===== src/rtl/i2s_rx_capture_pkg.sv =====
// Shared I2S definitions: FSM encodings, slot geometry and channel codes.
// Used by both the receive capture and the transmit side of the link.
package i2s_pkg;

  localparam int I2S_SLOT_BITS = 32;

  localparam logic I2S_LEFT  = 1'b0;
  localparam logic I2S_RIGHT = 1'b1;

  typedef logic [1:0] i2s_state_t;

  localparam i2s_state_t ST_IDLE  = 2'd0;
  localparam i2s_state_t ST_ARM   = 2'd1;
  localparam i2s_state_t ST_SHIFT = 2'd2;
  localparam i2s_state_t ST_WAIT  = 2'd3;

  function automatic int cnt_width(input int w);
    return $clog2(w + 1);
  endfunction

endpackage


===== src/rtl/i2s_rx_capture_if.sv =====
// I2S receive bundle: codec pins and clear in, captured stereo samples and error status out.
// master = stimulus/consumer side, slave = the capture block.
interface i2s_rx_capture_if #(
  parameter int SAMPLE_WIDTH = 24
);
  logic                    i2s_bclk;
  logic                    i2s_lr;
  logic                    i2s_sdata;
  logic                    clear_error;
  logic [SAMPLE_WIDTH-1:0] left_sample;
  logic [SAMPLE_WIDTH-1:0] right_sample;
  logic                    sample_valid;
  logic                    frame_error;
  logic [7:0]              err_count;

  modport master (
    output i2s_bclk, i2s_lr, i2s_sdata, clear_error,
    input  left_sample, right_sample, sample_valid, frame_error, err_count
  );

  modport slave (
    input  i2s_bclk, i2s_lr, i2s_sdata, clear_error,
    output left_sample, right_sample, sample_valid, frame_error, err_count
  );
endinterface


===== src/rtl/i2s_rx_capture_sync_edge.sv =====
// Synchronizes bclk/lr/sdata into clk and emits a registered one-cycle tick per bclk rise.
// lr/sdata outputs are registered alongside the tick so they line up with it.
module i2s_sync_edge #(
  parameter int SYNC_STAGES = 2
) (
  input  logic clk,
  input  logic rst_n,
  input  logic bclk_i,
  input  logic lr_i,
  input  logic sdata_i,
  output logic lr_o,
  output logic sdata_o,
  output logic bit_tick_o
);

  logic [SYNC_STAGES-1:0] bclk_sync_q;
  logic [SYNC_STAGES-1:0] lr_sync_q;
  logic [SYNC_STAGES-1:0] sdata_sync_q;
  logic                   bclk_prev_q;
  logic                   tick_q;
  logic                   lr_q;
  logic                   sdata_q;

  always_ff @(posedge clk or negedge rst_n) begin
    if (!rst_n) begin
      bclk_sync_q  <= '0;
      lr_sync_q    <= '0;
      sdata_sync_q <= '0;
      bclk_prev_q  <= 1'b0;
      tick_q       <= 1'b0;
      lr_q         <= 1'b0;
      sdata_q      <= 1'b0;
    end else begin
      bclk_sync_q  <= {bclk_sync_q[SYNC_STAGES-2:0], bclk_i};
      lr_sync_q    <= {lr_sync_q[SYNC_STAGES-2:0], lr_i};
      sdata_sync_q <= {sdata_sync_q[SYNC_STAGES-2:0], sdata_i};
      bclk_prev_q  <= bclk_sync_q[SYNC_STAGES-1];
      tick_q       <= bclk_sync_q[SYNC_STAGES-1] & ~bclk_prev_q;
      lr_q         <= lr_sync_q[SYNC_STAGES-1];
      sdata_q      <= sdata_sync_q[SYNC_STAGES-1];
    end
  end

  assign lr_o       = lr_q;
  assign sdata_o    = sdata_q;
  assign bit_tick_o = tick_q;

endmodule


===== src/rtl/i2s_rx_capture.sv =====
// I2S (32-bit slot) ADC receiver: oversampled pins, left+right paired into one valid pulse per frame.
// Optional saturating truncation counter built when I2S_RX_ERR_CNT_EN is defined.
module i2s_rx_capture
  import i2s_pkg::*;
#(
  parameter int SAMPLE_WIDTH = 24,
  parameter int SYNC_STAGES  = 2
) (
  input  logic            clk,
  input  logic            reset,
  i2s_rx_capture_if.slave bus
);

  localparam int CNT_W = cnt_width(SAMPLE_WIDTH);
  localparam logic [CNT_W-1:0] CNT_LAST = CNT_W'(SAMPLE_WIDTH);

  if (SAMPLE_WIDTH < 1 || SAMPLE_WIDTH > I2S_SLOT_BITS) begin : g_bad_width
    $error("i2s_rx_capture: SAMPLE_WIDTH out of range");
  end
  if (SYNC_STAGES < 2) begin : g_bad_sync
    $error("i2s_rx_capture: SYNC_STAGES must be at least 2");
  end

  logic lr_s;
  logic sdata_s;
  logic bit_tick;

  i2s_sync_edge #(
    .SYNC_STAGES (SYNC_STAGES)
  ) u_sync (
    .clk        (clk),
    .rst_n      (reset),
    .bclk_i     (bus.i2s_bclk),
    .lr_i       (bus.i2s_lr),
    .sdata_i    (bus.i2s_sdata),
    .lr_o       (lr_s),
    .sdata_o    (sdata_s),
    .bit_tick_o (bit_tick)
  );

  i2s_state_t              state_q, state_d;
  logic                    chan_q, chan_d;
  logic                    lr_prev_q, lr_prev_d;
  logic [CNT_W-1:0]        bit_cnt_q, bit_cnt_d;
  logic [SAMPLE_WIDTH-1:0] shreg_q, shreg_d;
  logic [SAMPLE_WIDTH-1:0] left_hold_q, left_hold_d;
  logic                    left_done_q, left_done_d;
  logic [SAMPLE_WIDTH-1:0] left_sample_q, left_sample_d;
  logic [SAMPLE_WIDTH-1:0] right_sample_q, right_sample_d;
  logic                    valid_q, valid_d;
  logic                    frame_error_q, frame_error_d;

  logic                    lr_change;
  logic                    trunc;
  logic [SAMPLE_WIDTH-1:0] shift_base;
  logic [SAMPLE_WIDTH-1:0] shift_word;
  logic [CNT_W-1:0]        cnt_base;
  logic [CNT_W-1:0]        cnt_next;

  // The tick that reveals an lr change still carries the old slot's LSB, so it is
  // dropped there; the ARM tick is the new word's MSB and restarts count and shift.
  always_comb begin
    lr_change  = (lr_s != lr_prev_q);
    shift_base = (state_q == ST_ARM) ? '0 : shreg_q;
    cnt_base   = (state_q == ST_ARM) ? '0 : bit_cnt_q;
    shift_word = (shift_base << 1) | SAMPLE_WIDTH'(sdata_s);
    cnt_next   = cnt_base + 1'b1;
  end

  always_comb begin
    state_d        = state_q;
    chan_d         = chan_q;
    lr_prev_d      = lr_prev_q;
    bit_cnt_d      = bit_cnt_q;
    shreg_d        = shreg_q;
    left_hold_d    = left_hold_q;
    left_done_d    = left_done_q;
    left_sample_d  = left_sample_q;
    right_sample_d = right_sample_q;
    valid_d        = 1'b0;
    trunc          = 1'b0;

    if (bit_tick) begin
      lr_prev_d = lr_s;
      case (state_q)
        ST_IDLE, ST_WAIT: begin
          if (lr_change) begin
            state_d = ST_ARM;
            chan_d  = lr_s;
          end
        end
        default: begin
          if (lr_change) begin
            trunc       = 1'b1;
            left_done_d = 1'b0;
            chan_d      = lr_s;
            state_d     = ST_ARM;
          end else begin
            shreg_d   = shift_word;
            bit_cnt_d = cnt_next;
            state_d   = ST_SHIFT;
            if (cnt_next == CNT_LAST) begin
              state_d = ST_WAIT;
              if (chan_q == I2S_LEFT) begin
                left_hold_d = shift_word;
                left_done_d = 1'b1;
              end else if (chan_q == I2S_RIGHT && left_done_q) begin
                left_sample_d  = left_hold_q;
                right_sample_d = shift_word;
                valid_d        = 1'b1;
                left_done_d    = 1'b0;
              end
            end
          end
        end
      endcase
    end

    if (trunc) begin
      frame_error_d = 1'b1;
    end else if (bus.clear_error) begin
      frame_error_d = 1'b0;
    end else begin
      frame_error_d = frame_error_q;
    end
  end

  always_ff @(posedge clk or negedge reset) begin
    if (!reset) begin
      state_q        <= ST_IDLE;
      chan_q         <= I2S_LEFT;
      lr_prev_q      <= 1'b0;
      bit_cnt_q      <= '0;
      shreg_q        <= '0;
      left_hold_q    <= '0;
      left_done_q    <= 1'b0;
      left_sample_q  <= '0;
      right_sample_q <= '0;
      valid_q        <= 1'b0;
      frame_error_q  <= 1'b0;
    end else begin
      state_q        <= state_d;
      chan_q         <= chan_d;
      lr_prev_q      <= lr_prev_d;
      bit_cnt_q      <= bit_cnt_d;
      shreg_q        <= shreg_d;
      left_hold_q    <= left_hold_d;
      left_done_q    <= left_done_d;
      left_sample_q  <= left_sample_d;
      right_sample_q <= right_sample_d;
      valid_q        <= valid_d;
      frame_error_q  <= frame_error_d;
    end
  end

`ifdef I2S_RX_ERR_CNT_EN
  logic [7:0] err_cnt_q, err_cnt_d;

  // A clear coinciding with a truncation leaves that truncation counted.
  always_comb begin
    err_cnt_d = err_cnt_q;
    if (bus.clear_error) begin
      err_cnt_d = trunc ? 8'd1 : 8'd0;
    end else if (trunc && err_cnt_q != 8'hFF) begin
      err_cnt_d = err_cnt_q + 8'd1;
    end
  end

  always_ff @(posedge clk or negedge reset) begin
    if (!reset) begin
      err_cnt_q <= 8'd0;
    end else begin
      err_cnt_q <= err_cnt_d;
    end
  end

  assign bus.err_count = err_cnt_q;
`else
  assign bus.err_count = 8'd0;
`endif

  assign bus.left_sample  = left_sample_q;
  assign bus.right_sample = right_sample_q;
  assign bus.sample_valid = valid_q;
  assign bus.frame_error  = frame_error_q;

endmodule


===== src/flat_wrapper.sv =====
// flat-port wrapper written by rule: the top's interface ports become plain ports
module i2s_rx_capture_flat import i2s_pkg::*;
#(
  parameter int SAMPLE_WIDTH = 24,
  parameter int SYNC_STAGES  = 2
)
  (clk, reset, bus_i2s_bclk, bus_i2s_lr, bus_i2s_sdata, bus_clear_error, bus_left_sample, bus_right_sample, bus_sample_valid, bus_frame_error, bus_err_count);
  i2s_rx_capture_if #(.SAMPLE_WIDTH(SAMPLE_WIDTH)) bus_i ();
  input  logic clk;
  input  logic reset;
  input wire logic [$bits(bus_i.i2s_bclk)-1:0] bus_i2s_bclk;
  input wire logic [$bits(bus_i.i2s_lr)-1:0] bus_i2s_lr;
  input wire logic [$bits(bus_i.i2s_sdata)-1:0] bus_i2s_sdata;
  input wire logic [$bits(bus_i.clear_error)-1:0] bus_clear_error;
  output wire logic [$bits(bus_i.left_sample)-1:0] bus_left_sample;
  output wire logic [$bits(bus_i.right_sample)-1:0] bus_right_sample;
  output wire logic [$bits(bus_i.sample_valid)-1:0] bus_sample_valid;
  output wire logic [$bits(bus_i.frame_error)-1:0] bus_frame_error;
  output wire logic [$bits(bus_i.err_count)-1:0] bus_err_count;
  assign bus_i.i2s_bclk = bus_i2s_bclk;
  assign bus_i.i2s_lr = bus_i2s_lr;
  assign bus_i.i2s_sdata = bus_i2s_sdata;
  assign bus_i.clear_error = bus_clear_error;
  assign bus_left_sample = bus_i.left_sample;
  assign bus_right_sample = bus_i.right_sample;
  assign bus_sample_valid = bus_i.sample_valid;
  assign bus_frame_error = bus_i.frame_error;
  assign bus_err_count = bus_i.err_count;
  i2s_rx_capture #(.SAMPLE_WIDTH(SAMPLE_WIDTH), .SYNC_STAGES(SYNC_STAGES)) u_core (.clk(clk), .reset(reset), .bus(bus_i));
endmodule

===== config.mk =====
export PLATFORM = sky130hd
export DESIGN_NAME = i2s_rx_capture_flat
export DESIGN_NICKNAME = d
export VERILOG_FILES = /design/src/rtl/i2s_rx_capture_pkg.sv /design/src/rtl/i2s_rx_capture_if.sv /design/src/rtl/i2s_rx_capture_sync_edge.sv /design/src/rtl/i2s_rx_capture.sv /design/src/flat_wrapper.sv
export SDC_FILE = /design/constraint.sdc
export NUM_CORES = 1
export LEC_CHECK = 0
export CORE_ASPECT_RATIO = 0.75
export CORE_MARGIN = 2
export CORE_UTILIZATION = 54
export DETAILED_ROUTE_END_ITERATION = 10
export GPL_TIMING_DRIVEN = 0
export PLACE_DENSITY = 0.81
export SLEW_MARGIN = 40
export SYNTH_ARGS = -nofsm -noshare
export SYNTH_HDL_FRONTEND = slang
export SYNTH_SLANG_ARGS = --single-unit

===== constraint.sdc =====
create_clock -name clk -period 3.4 [get_ports clk]
set_input_delay 0.51 -clock clk [delete_from_list [all_inputs] [get_ports clk]]
set_output_delay 0.51 -clock clk [all_outputs]
set_load 0.02 [all_outputs]

# --- Yosys cells after proc, flatten, opt, wreduce, memory -nomap -nowiden ---
# Cells that the tools add are included.
totals:
  input_bits: 6
  output_inout_bits: 58
  register_bits: 117
classes:
  eq_ne: 6
  n_bitwise: 6
  add_sub_neg: 1
  n_reduce_logical: 11
  muxes: 21
ops:
  columns: ["operator", "n"]
  rows:
  - ["24-bit by 1-bit bitwise OR with 24-bit output", 1]
  - ["23-bit two-way mux", 1]
  - ["1-bit two-way mux", 16]
  - ["2-bit two-way mux", 3]
  - ["6-bit AND reduction", 1]
  - ["5-bit by 1-bit adder with 5-bit output, second input constant", 1]
  - ["5-bit equality test, second input constant", 1]
  - ["5-bit two-way mux", 1]
  - ["5-bit AND reduction", 1]
  - ["1-bit NOT", 4]
  - ["2-bit AND reduction", 2]
  - ["4-bit AND reduction", 1]
  - ["2-bit nonzero test", 2]
  - ["3-bit inequality test, second input constant", 1]
  - ["3-bit AND reduction", 1]
  - ["2-bit by 1-bit equality test with 1-bit output, second input constant", 1]
  - ["2-bit equality test, second input constant", 1]
  - ["2-bit logical NOT", 1]
  - ["2-bit by 1-bit inequality test with 1-bit output, second input constant", 1]
  - ["2-bit OR reduction", 1]
  - ["1-bit AND", 1]
  - ["1-bit logical AND", 1]
  - ["1-bit inequality test", 1]

# --- Logic depth before layout (Yosys ltp) ---
depth:
  depth_word: 8
  ltp_mapped: 12

# --- Modules after synthesis ---
# From an unflattened synthesis, not the netlist that was laid out.
hier_totals:
  cells_unflattened: 306
  area_unflattened_um2: 4657.0
modules_own_cells:
  columns: ["module", "area_each_um2", "instances", "cells_each", "seq_area_each_um2"]
  rows:
  - ["i2s_rx_capture", 4393.0, 1, 295, 2677.6]
  - ["i2s_sync_edge", 264.0, 1, 11, 250.2]

# --- Worst setup path after synthesis ---
# OpenSTA, ideal clock, no wires.
synth_timing:
  path_kind: "reg-to-reg"
  from: "register u_core.state_q[1]"
  to: "register u_core.right_sample_q[17], in the netlist u_core.bus.right_sample[17]"
  setup_time_ns: 0.127
  n_path_buf: 4
  required_time_ns: 3.273
  path_stages_with_launch: 12
  slack_ns: 0.383
  arrival_ns: 2.890
  cell_sequence: "dfrtp_1 -> inv_1 -> ha_1 -> clkbuf_1 -> clkbuf_1 -> nor2b_1 -> ha_1 -> o32a_1 -> nor4_4 -> buf_4 -> buf_6 -> mux2_1"
synth_between:
  elab_chain_cells: 5
  elab_cells_between_ends: 11
  cone_classes: "add/sub: 1; eq/ne: 3; mux: 2; bitwise: 2; reduce/logical: 3"
synth_rtl:
  columns: ["element", "line", "text"]
  rows:
  - ["start, declared", "i2s_rx_capture.sv:41", "i2s_state_t state_q, state_d;"]
  - ["start signal, assigned", "i2s_rx_capture.sv:142", "state_q <= state_d;"]
  - ["2-bit by 1-bit equality test with 1-bit output", "i2s_rx_capture.sv:64, i2s_rx_capture.sv:65", null]
  - ["5-bit two-way mux", "i2s_rx_capture.sv:65", "cnt_base = (state_q == ST_ARM) ? '0 : bit_cnt_q;"]
  - ["5-bit by 1-bit adder with 5-bit output", "i2s_rx_capture.sv:67", "cnt_next = cnt_base + 1'b1;"]
  - ["5-bit equality test", "i2s_rx_capture.sv:102", "if (cnt_next == CNT_LAST) begin"]
  - ["6-bit AND reduction (no line)", null, null]
  - ["end signal, assigned", "i2s_rx_capture.sv:150", "right_sample_q <= right_sample_d;"]
  - ["end, declared", "i2s_rx_capture.sv:49", "logic [SAMPLE_WIDTH-1:0] right_sample_q, right_sample_d;"]
# Parallel ways exist; a longest one is shown, timed or not.
# A chain may end at the register's enable or synchronous reset.

# --- Worst setup path in the final report ---
layout_timing:
  from: "register u_core.state_q[1]"
  to: "register u_core.right_sample_q[18], in the netlist u_core.bus.right_sample[18]"
# The elaborated chain is that of the path after synthesis.

==> impl_metrics.json <==
{
  "startpoint_type": "register",
  "worst_r2r_path_depth": 10,
  "hold_viol_final": 0,
  "cts_max_level": 4,
  "synth_warnings": 0,
  "synth.area.top_cells": "dfrtp_1 (63%), mux2_2 (21%), nor2b_1 (3.6%), mux2_1 (2.2%), buf_4 (1.5%)",
  "final_cells": 514,
  "max-slew-margin-rel": 0.488,
  "cts_setup_buffers": 0,
  "total_power_mw": 3.61,
  "numCtsBuffers": 17,
  "clock_sinks": 117,
  "cts-root-buf": "clkbuf_16",
  "rows": 29,
  "ys_seq_area_frac": 0.629,
  "area_delta_synth_final_pct": 28.7,
  "dpl.hpwl_um": 5750,
  "place_congestion": 0.748,
  "worstPathMaxFanout": 19,
  "outcome": "complete, no violations",
  "grt_max_degree": 64,
  "arrival_ns": 3.43,
  "setup_tns_ns": 0,
  "tightestPinTransition_ns": 0.766,
  "final_cell_mix": "dfrtp_1 (117), mux2_2 (86), clkdlybuf4s50_1 (54)",
  "finalCritPeriodShare": 0.925,
  "insertion_delay_ns": 0.41,
  "seqPwrFrac": 0.414,
  "synth.distinct_cells": 30,
  "routed_via_density": 5.29,
  "antenna_cells": 0,
  "fin_skew_ns": 0.0128,
  "ant_nets": 0,
  "power_frac_clock": 0.488,
  "syn-cell-area_um2": 4660,
  "syn_avg_cell_area_um2": 14.9,
  "p_leak_nw": 2.92,
  "n_fill_cell": 569,
  "powerDensity_nw_per_um2": 603,
  "fp.dieArea_um2": 9390,
  "r2r_start": "u_core.state_q[1]$_DFFE_PN0P_",
  "finalWirelength_um": 8920,
  "io_pins": 64,
  "setup_viol": 0,
  "grtUsageTotal": 0.209,
  "antenna_found_initial": 0,
  "switching_share": 0.246,
  "power.share.combinational": 0.098,
  "hold_slack_ns": 0.0119,
  "firstDrtPassIters": 4,
  "cts.reportedPaths.clkPinSlew_ns": 0.05,
  "drv_cap": 0,
  "end_kind": "register",
  "finish.utilization": 0.712,
  "grt_pass1_vias": 2956,
  "cts_buffer_depth": 2,
  "drc": 0,
  "start_util": 0.553,
  "hold_buffers": 0,
  "drive_above_1_share": 0.350,
  "die_h_um": 84.4,
  "syn_inst": 313,
  "placed_cells": 484,
  "final_common_cell": "dfrtp_1",
  "switchingPower_mw": 0.890,
  "layout_min_cycle_time_ns": 3.14,
  "hold_path_class": "input port to asynchronous set/reset pin",
  "wl_per_cell_um": 17.4,
  "ys_ff_latch": 117,
  "startpoint": "u_core.state_q[1]$_DFFE_PN0P_",
  "die_x_um": 111,
  "critical_path_class": "register to register",
  "grt_overflow": 0,
  "timing.rr.end": "u_core.bus.right_sample[18]$_DFFE_PN0P_",
  "grt_pass1_wl_um": 15100,
  "reg2reg_slack_ns": 0.26,
  "fin_nets": 403,
  "slew_viol_final": 0,
  "core_um2": 8420,
  "synth_largest_area_cell": "dfrtp_1",
  "cts_tree": "done",
  "vias": 2719,
  "fmax_mhz": 318,
  "rsz0062_at_grt": "no",
  "p_int_mw": 2.72,
  "peakVddDrop_v": 0.000360,
  "worst_ep_required_time_ns": 3.68,
  "io_buffer_count": 55,
  "drt_iter0_drc": 94,
  "synth_top_area_frac": 0.629
}
-- final cells by class --
| type | instances | area, um^2 | share of cell area |
|---|---|---|---|
| multi-input cells | 179 | 1610 | 0.268 |
| well taps | 108 | 135 | 0.0225 |
| clock inverters | 13 | 159 | 0.0265 |
| flip-flops and latches | 117 | 2930 | 0.489 |
| repair buffers | 56 | 583 | 0.0973 |
| plain buffers | 20 | 140 | 0.0234 |
| inverters | 3 | 11.3 | 0.00188 |
| clock buffers | 18 | 429 | 0.0716 |
-- routing by layer --
layer / routed length (um) / up-vias / GRT usage
met4: 112 / 0 / 0.0730
li1: - / 1232 / -
met3: 420 / 16 / 0.0635
met2: 4270 / 74 / 0.329
met5: 0 / - / 0
met1: 4120 / 1397 / 0.281
-- logic make-up after synthesis --
logic type               Yosys count  synth area share
other                              1          0.000805
AO/OA/AOI/OAI                     15            0.0193
flip-flops                       117             0.629
multiplexers                      97             0.237
adder cells (fa/ha/maj)            3           0.00806
buffers and inverters             24            0.0330
XOR/XNOR                           3           0.00564
AND/OR/NAND/NOR                   53            0.0680
-- how the worst max path moves through the flow --
stage                                                   end  slack, ns  cells after the start
CTS                 u_core.bus.right_sample[18]$_DFFE_PN0P_       0.08                     10
detailed placement  u_core.bus.right_sample[20]$_DFFE_PN0P_      -0.30                     11
global placement      u_core.bus.left_sample[9]$_DFFE_PN0P_      -2.51                      1
global route        u_core.bus.right_sample[17]$_DFFE_PN0P_       0.06                     10
floorplan           u_core.bus.right_sample[17]$_DFFE_PN0P_       0.38                     11
finish              u_core.bus.right_sample[18]$_DFFE_PN0P_       0.26                     10
-- synthesized netlist by cell type (all sizes together) --
master and number:
a21oi 5, a22oi 1, buf 18, clkbuf 3
conb 1, dfrtp 117, ha 3, inv 3
mux2 95, mux2i 2, nand2 14, nand2b 1
nand3 3, nor2 3, nor2b 27, nor4 3
o211ai 1, o21ai 5, o22a 1, o22ai 1
o32a 1, or2 1, or4 1, xnor2 2
xor2 1
-- power by group through the flow --
| stage | combinational, mW | sequential (mW) | clock (mW) |
|---|---|---|---|
| finish | 0.356 | 1.50 | 1.76 |
| global route | 0.396 | 1.50 | 1.85 |
| CTS | 0.352 | 1.50 | 1.78 |
| detailed placement | 0.344 | 1.52 | 0 |
| global placement | 0.327 | 1.51 | 0 |
| floorplan | 0.228 | 1.51 | 0 |
-- flip-flops by register name, summed over array words and instances, names as in the netlist, 2 cells and up --
| register | cells |
|---|---|
| u_core.bus.left_sample | 24 |
| u_core.left_hold_q | 24 |
| u_core.shreg_q | 23 |
| u_core.bus.right_sample | 24 |
| u_core.u_sync.bclk_sync_q | 2 |
| u_core.bit_cnt_q | 5 |
| u_core.u_sync.sdata_sync_q | 2 |
| u_core.u_sync.lr_sync_q | 2 |
| u_core.state_q | 2 |
-- worst max-delay path, cell delays in order (launching register included) --
cell and delay [ns]:
dfrtp_1 0.36, inv_1 0.09, ha_1 0.19, buf_2 0.35, nor2b_1 0.14, ha_2 0.25, o32a_1 0.46, nor4_4 0.39
buf_4 0.26, buf_6 0.18, mux2_1 0.34
-- repair_timing --
action,in CTS,in global routing
endpoints found under the setup margin,72,59
cloned,0,0
resized for setup,1,3
-- through the flow --
stage / cell area (um^2) / worst slack, ns
3_3_place_gp: 5370 / -2.51
3_5_place_dp: 5400 / -0.305
5_1_grt: 5990 / 0.0615
2_1_floorplan: 4680 / 0.383
6_report: 5990 / 0.255
4_1_cts: 5990 / 0.0806
(Power assumes the default switching activity.)
==> variant 1: new RTL, same settings <==
`SYNC_STAGES` is set to 2 in 3 places; all go to 4.
--- a/src/rtl/i2s_rx_capture_sync_edge.sv
+++ b/src/rtl/i2s_rx_capture_sync_edge.sv
@@ -2,5 +2,5 @@
 // lr/sdata outputs are registered alongside the tick so they line up with it.
 module i2s_sync_edge #(
-  parameter int SYNC_STAGES = 2
+  parameter int SYNC_STAGES = 4
 ) (
   input  logic clk,
--- a/src/rtl/i2s_rx_capture.sv
+++ b/src/rtl/i2s_rx_capture.sv
@@ -5,5 +5,5 @@
 #(
   parameter int SAMPLE_WIDTH = 24,
-  parameter int SYNC_STAGES  = 2
+  parameter int SYNC_STAGES  = 4
 ) (
   input  logic            clk,
--- a/src/flat_wrapper.sv
+++ b/src/flat_wrapper.sv
@@ -3,5 +3,5 @@
 #(
   parameter int SAMPLE_WIDTH = 24,
-  parameter int SYNC_STAGES  = 2
+  parameter int SYNC_STAGES  = 4
 )
   (clk, reset, bus_i2s_bclk, bus_i2s_lr, bus_i2s_sdata, bus_clear_error, bus_left_sample, bus_right_sample, bus_sample_valid, bus_frame_error, bus_err_count);
Behaviour: not the same (a bounded check fails within 10 cycles, from zero or initial values and one cycle with reset low).
==> variant 1 against the original RTL <==
- design area is 3.0% higher
- synthesized cell count up 0.96%
- clock skew decreased by 5.3 ps
- sequential power grew 5%
- routed wire length is 2.7% lower
- sequential cell count increased by 6
- first-iteration DRC count increased by 6.4%
- global-route usage fell by 0.48 points
- total power increased by 5.2%
- synthesized area increased by 3.0%
- setup slack improved by 4.7 ps
- critical path type unchanged
- highest routed layer unchanged
==> variant 1: results (changes against the original RTL) <==
run status = completed
dominant cells by area after synthesis = dfrtp_1 (64%), mux2_2 (21%), nor2b_1 (3.7%), mux2_4 (2.8%), buf_4 (1.3%)
final core area utilization = 72.37% (+1.2 points)
async set-reset flop share out of synthesis = 100.0% (unchanged)
met2 capacity usage during global routing = 32.01% (-0.92 points)
Avg Synthesized Cell Area = 15.18 um^2 (+2.0%)
VDD IR-drop max = 0.4314 mV (+20%)
DRC Markers = 0 (unchanged)
Iteration-0 DRC Markers = 100 (+6.4%)
first-pass GRT wire length = 14950 um (-1.1%)
met3 capacity usage during global routing = 6.714% (+0.36 points)
HPWL reported at the end of detailed placement = 5602 um (-2.6%)
Tot GR Track Use = 20.41% (-0.48 points)
TritonCTS buffer count = 17 (unchanged)
number of post-CTS setup repair buffers = 0 (unchanged)
Seq/Total Area, Yosys = 64.16% (+1.3 points)
worst slack after detailed placement = -257.7 ps (+47.16 ps)
Cell Count Post-Placement = 487 (+0.62%)
Hold WC Path Type = input port to async pin
Placer Congestion = 0.8125 (+8.7%)
maximum number of buffers from clock root to sink = 2 (unchanged)
routed len/inst = 16.76 um (-3.4%)
number of diodes = 0 (unchanged)
count of distinct cell types in the synthesized netlist = 27 (-10%)
Relative slew margins = 60.85% (+12 points)
worst-case clock skew = 7.468 ps (-5.335 ps)
number of global-route vias before repair = 3010 (+1.8%)
total net switching power = 0.0009479 W (+6.5%)
NumNets Final = 406 (+0.74%)
Detailed Routing Iterations Pass 1 = 4 (unchanged)
maximum fanout along the worst path = 19 (unchanged)
top post-synthesis cells by count = dfrtp_1 (123), mux2_2 (90), nor2b_1 (28)
Cell Count, Final, Fillers Out = 518 (+0.78%)
data arrival time at the worst-slack endpoint = 3430 ps (about the same)
met1 Usage GRT = 26.97% (-1.1 points)
library cell used as clock root buffer = clkbuf_16
area of placed instances = 5542 um^2 (+2.6%)
fillers = 529 (-7.0%)
layout cell share with drive strength beyond 1 = 37.56% (+2.6 points)
static leakage power = 3.090 nW (+5.8%)
via count = 2682 (-1.4%)
[variant 1: changes by cell type in the layout (fill, tap and decap cells not counted), moves of 4 or more]
| cell | before | now |
|---|---|---|
| clkinv_2 | 4 | 0 |
| a21oi_1 | 5 | 1 |
| dfrtp_1 | 117 | 123 |
| mux2_2 | 86 | 90 |
| inv_6 | 1 | 7 |
| nand2_1 | 14 | 9 |
| mux2_1 | 9 | 0 |
| mux2_4 | 0 | 9 |
[variant 1: logic make-up after synthesis]
family | synth area share (%)
compound gates | 1.226
buf+inv | 3.443
flops | 64.16
simple gates | 5.660
fa+ha+maj | 0.7826
mux | 23.94
xor+xnor | 0.7044
other cells | 0.07817
[variant 1: layout make-up]
type | instances | area share (%)
buffer | 23 | 2.453
clock buffer | 18 | 6.955
clock inverter | 14 | 2.960
inverter | 5 | 0.3041
multi-input combinational | 171 | 25.81
sequential | 123 | 49.88
tap | 108 | 2.190
timing repair buffer | 56 | 9.448
[variant 1: timing repair]
item	CTS	global route
gates resized for setup	4	7
endpoints found under the hold margin	0	0
setup endpoints to repair	74	64
[variant 1: routing by layer]
| layer | routed length (um) | up-vias |
|---|---|---|
| met5 | 0 | - |
| met4 | 133 | 0 |
| met3 | 388 | 14 |
| met2 | 4055 | 63 |
| met1 | 4106 | 1387 |
| li1 | - | 1218 |
[variant 1: power by group through the flow]
stage	registers [W]	logic (W)	clock network, W
2_1_floorplan	0.00159	0.000241	0
3_3_place_gp	0.00160	0.000334	0
3_5_place_dp	0.00160	0.000358	0
4_1_cts	0.00157	0.000377	0.00188
5_1_grt	0.00158	0.000421	0.00195
6_report	0.00157	0.000375	0.00185
[variant 1: final timing paths]
path                       depth (start not counted)  slack, ps                                 endpoint                              startpoint
setup / recovery                                  12        260   u_core.bus.left_sample[21]$_DFFE_PN0P_           u_core.state_q[0]$_DFFE_PN0P_
hold / removal                                     1         20   u_core.bus.right_sample[7]$_DFFE_PN0P_                                   reset
setup reg to reg                                  12        260   u_core.bus.left_sample[21]$_DFFE_PN0P_           u_core.state_q[0]$_DFFE_PN0P_
hold reg to reg                                    0        350   u_core.u_sync.bclk_sync_q[1]$_DFF_PN0_  u_core.u_sync.bclk_sync_q[0]$_DFF_PN0_
max in group asynchronous                          2       2730  u_core.bus.right_sample[17]$_DFFE_PN0P_                                   reset
min in group clk                                   0        350   u_core.u_sync.bclk_sync_q[1]$_DFF_PN0_  u_core.u_sync.bclk_sync_q[0]$_DFF_PN0_
[variant 1: critical path, stage by stage, from the launching register on]
cell	delay (ps)
dfrtp_1	380
ha_1	250
clkbuf_4	270
nor2b_2	180
ha_2	240
nand3_1	90
mux2_2	240
nand4b_1	180
or3_1	390
clkbuf_1	150
buf_6	170
buf_8	160
mux2_4	300
==> variant 2: new RTL, config.mk and constraints unchanged <==
Made on the original files. Take the reset off `shreg_q` and load it in a clocked block of its own.
--- a/src/rtl/i2s_rx_capture.sv
+++ b/src/rtl/i2s_rx_capture.sv
@@ -132,5 +132,4 @@
       lr_prev_q      <= 1'b0;
       bit_cnt_q      <= '0;
-      shreg_q        <= '0;
       left_hold_q    <= '0;
       left_done_q    <= 1'b0;
@@ -144,5 +143,4 @@
       lr_prev_q      <= lr_prev_d;
       bit_cnt_q      <= bit_cnt_d;
-      shreg_q        <= shreg_d;
       left_hold_q    <= left_hold_d;
       left_done_q    <= left_done_d;
@@ -152,4 +150,8 @@
       frame_error_q  <= frame_error_d;
     end
+  end
+
+  always_ff @(posedge clk) begin
+    shreg_q <= shreg_d;
   end
 
Check against the original RTL: no difference found for any inputs over 10 cycles, from zero or initial values and one cycle with reset low; that may be too few to reach the edited logic, so the function may still have changed.
==> variant 2 against the original RTL <==
- synthesized area is 2.8% lower
- sequential cell count stayed put
- sequential power is 5% higher
- via count is 6.9% lower
- count of clock-buffer cells in the layout is 7 higher
- routed wire length is 4.0% lower
- critical path depth stayed put
- largest power group unchanged
- design area is 0.96% lower
- core utilization is 2.8 points higher
- total power is 5.8% higher
- setup slack better by 66 ps
==> variant 2: results (changes against the original RTL) <==
run status = completed
Iteration-0 DRC Markers = 68 (-28%)
layout cell share with drive strength beyond 1 = 32.73% (-2.2 points)
library cell used as clock root buffer = clkbuf_8
top post-synthesis cells by count = dfrtp_1 (94), mux2_2 (70), nor2b_1 (27)
async set-reset flop share out of synthesis = 80.34% (-20 points)
TritonCTS buffer count = 17 (unchanged)
NumNets Final = 384 (-4.7%)
DRC Markers = 0 (unchanged)
dominant cells by area after synthesis = dfrtp_1 (52%), mux2_2 (17%), edfxtp_1 (15%), nor2b_1 (3.7%), buf_6 (1.7%)
count of input and output buffers = 55 (unchanged)
cell with the largest stage delay on the worst path = o32ai_1
maximum number of pins on one net before global-route repair = 57 (-11%)
H-tree levels = 4 (unchanged)
hold path depth = 0
static leakage power = 2.751 nW (-5.9%)
start of the worst register-to-register path = u_core.state_q[1]$_DFFE_PN0P_
Detailed Routing Iterations Pass 1 = 4 (unchanged)
minimum setup slack among reg-to-reg paths = 320 ps (+70 ps)
first-pass GRT wire length = 14080 um (-6.8%)
Least-Margin Pin Slew = 580.2 ps (-185.7 ps)
Placer Congestion = 0.7387 (-1.2%)
count of yosys warnings during synthesis = 0 (unchanged)
commonest register cell after synthesis = dfrtp_1
number of antenna violations at the first check in global routing = 0 (unchanged)
CTS-repair resized insts = 0 (-1)
endpoint of the worst register-to-register path = u_core.left_hold_q[22]$_DFFE_PN0P_
worst slack after detailed placement = -178.9 ps (+125.9 ps)
VDD IR-drop max = 0.3897 mV (+8.2%)
routed len/inst = 17.38 um (+0.14%)
Tot GR Track Use = 20.80% (-0.096 points)
via density per instance = 5.134 (-2.9%)
Seq/Total Area, Yosys = 67.24% (+4.4 points)
worst-case clock skew = 10.53 ps (-2.276 ps)
CP peak stage delay = 510 ps (+50 ps)
routed length on met2 = 4194 um (-1.7%)
Hold Startpoint = u_core.u_sync.sdata_sync_q[1]$_DFF_PN0_
Post-synth EDFFs = 23 (+23)
number of global-route vias before repair = 2736 (-7.4%)
post-CTS clock slew at the launch and capture registers of the worst setup and hold paths = 50 ps (about the same)
number of diodes = 0 (unchanged)
clock latency at the later pin of the worst-skew pair = 510 ps (+100 ps)
Hold WC Path Type = register to register
delay-heaviest family, CP = buffers and inverters
post-route met1 wirelength = 3805 um (-7.7%)
count of distinct cell types in the synthesized netlist = 36 (+20%)
HPWL reported at the end of detailed placement = 5227 um (-9.1%)
maximum fanout along the worst path = 19 (unchanged)
number of cells on the worst reg-to-reg path = 10 (unchanged)
Min-Delay Endpoint = u_core.u_sync.sdata_o$_DFF_PN0_
maximum number of buffers from clock root to sink = 2 (unchanged)
amount of wire on met3 after detailed routing = 438 um (+4.3%)
topmost layer with routed signal wires = met4
## variant 2: per-layer routing
layer / up-vias / global-route usage (%)
met3: 14 / 6.672
met4: 0 / 8.746
met5: - / 0
li1: 1167 / -
met1: 1278 / 27.75
met2: 72 / 31.43
## variant 2: report_power, final
| part | switching (W) | internal (W) |
|---|---|---|
| clock network | 0.000598 | 0.00126 |
| registers | 0.0000358 | 0.00154 |
| logic | 0.000273 | 0.000121 |
## variant 2: repair_timing
item / in CTS / in global routing
pin swaps: 1 / 0
endpoints found under the hold margin: 38 / 0
cloned: 0 / 0
endpoints found under the setup margin: 65 / 65
hold buffers: 1 / 0
buffers inserted: 5 / 0
## variant 2: stage by stage
step                      setup TNS (ps)  hold WS (ps)  area (um^2)  power, W  std cells
after global routing                   0         363.0         5936  0.003969        493
final                                  0         345.2         5936  0.003824        493
after floorplan                        0         214.4         4552  0.001848        295
after global placement           -148220         333.1         5234  0.001965        455
after detailed placement           -9389         335.8         5263  0.001992        456
after CTS                              0         348.5         5939  0.003857        494
## variant 2: kinds of logic (layout without fill, tap and decap cells)
| group | count (synthesis) | count (layout) | share of synthesized area [%] |
|---|---|---|---|
| AOI/OAI and AO/OA | 15 | 15 | 1.963 |
| xor gates and xnor gates | 3 | 3 | 0.5807 |
| adders and majority gates | 3 | 3 | 0.8295 |
| buffers and inverters | 23 | 116 | 3.760 |
| DFF | 117 | 117 | 67.24 |
| muxes | 76 | 76 | 18.86 |
| other | 1 | 8 | 0.08286 |
| and+or+nand+nor | 50 | 50 | 6.691 |
## variant 2: worst max path at each step
stage                                             end                          start  slack (ps)
2_1_floorplan      u_core.left_hold_q[10]$_DFFE_PN0P_  u_core.state_q[1]$_DFFE_PN0P_         470
3_3_place_gp   u_core.bus.right_sample[9]$_DFFE_PN0P_                          reset       -1540
3_5_place_dp       u_core.left_hold_q[22]$_DFFE_PN0P_  u_core.state_q[1]$_DFFE_PN0P_        -180
4_1_cts            u_core.left_hold_q[22]$_DFFE_PN0P_  u_core.state_q[1]$_DFFE_PN0P_          20
5_1_grt            u_core.left_hold_q[22]$_DFFE_PN0P_  u_core.state_q[1]$_DFFE_PN0P_          50
6_report           u_core.left_hold_q[22]$_DFFE_PN0P_  u_core.state_q[1]$_DFFE_PN0P_         320
## variant 2: area by class of cell
type                       count  area [um^2]
clock buffer                  25        515.5
sequential                   117         3043
clock inverter                 7        113.9
fill                         496         2087
multi-input combinational    155         1339
inverter                       5        18.77
tap                          105        131.4
timing repair buffer          62        626.9
buffer                        17        147.6
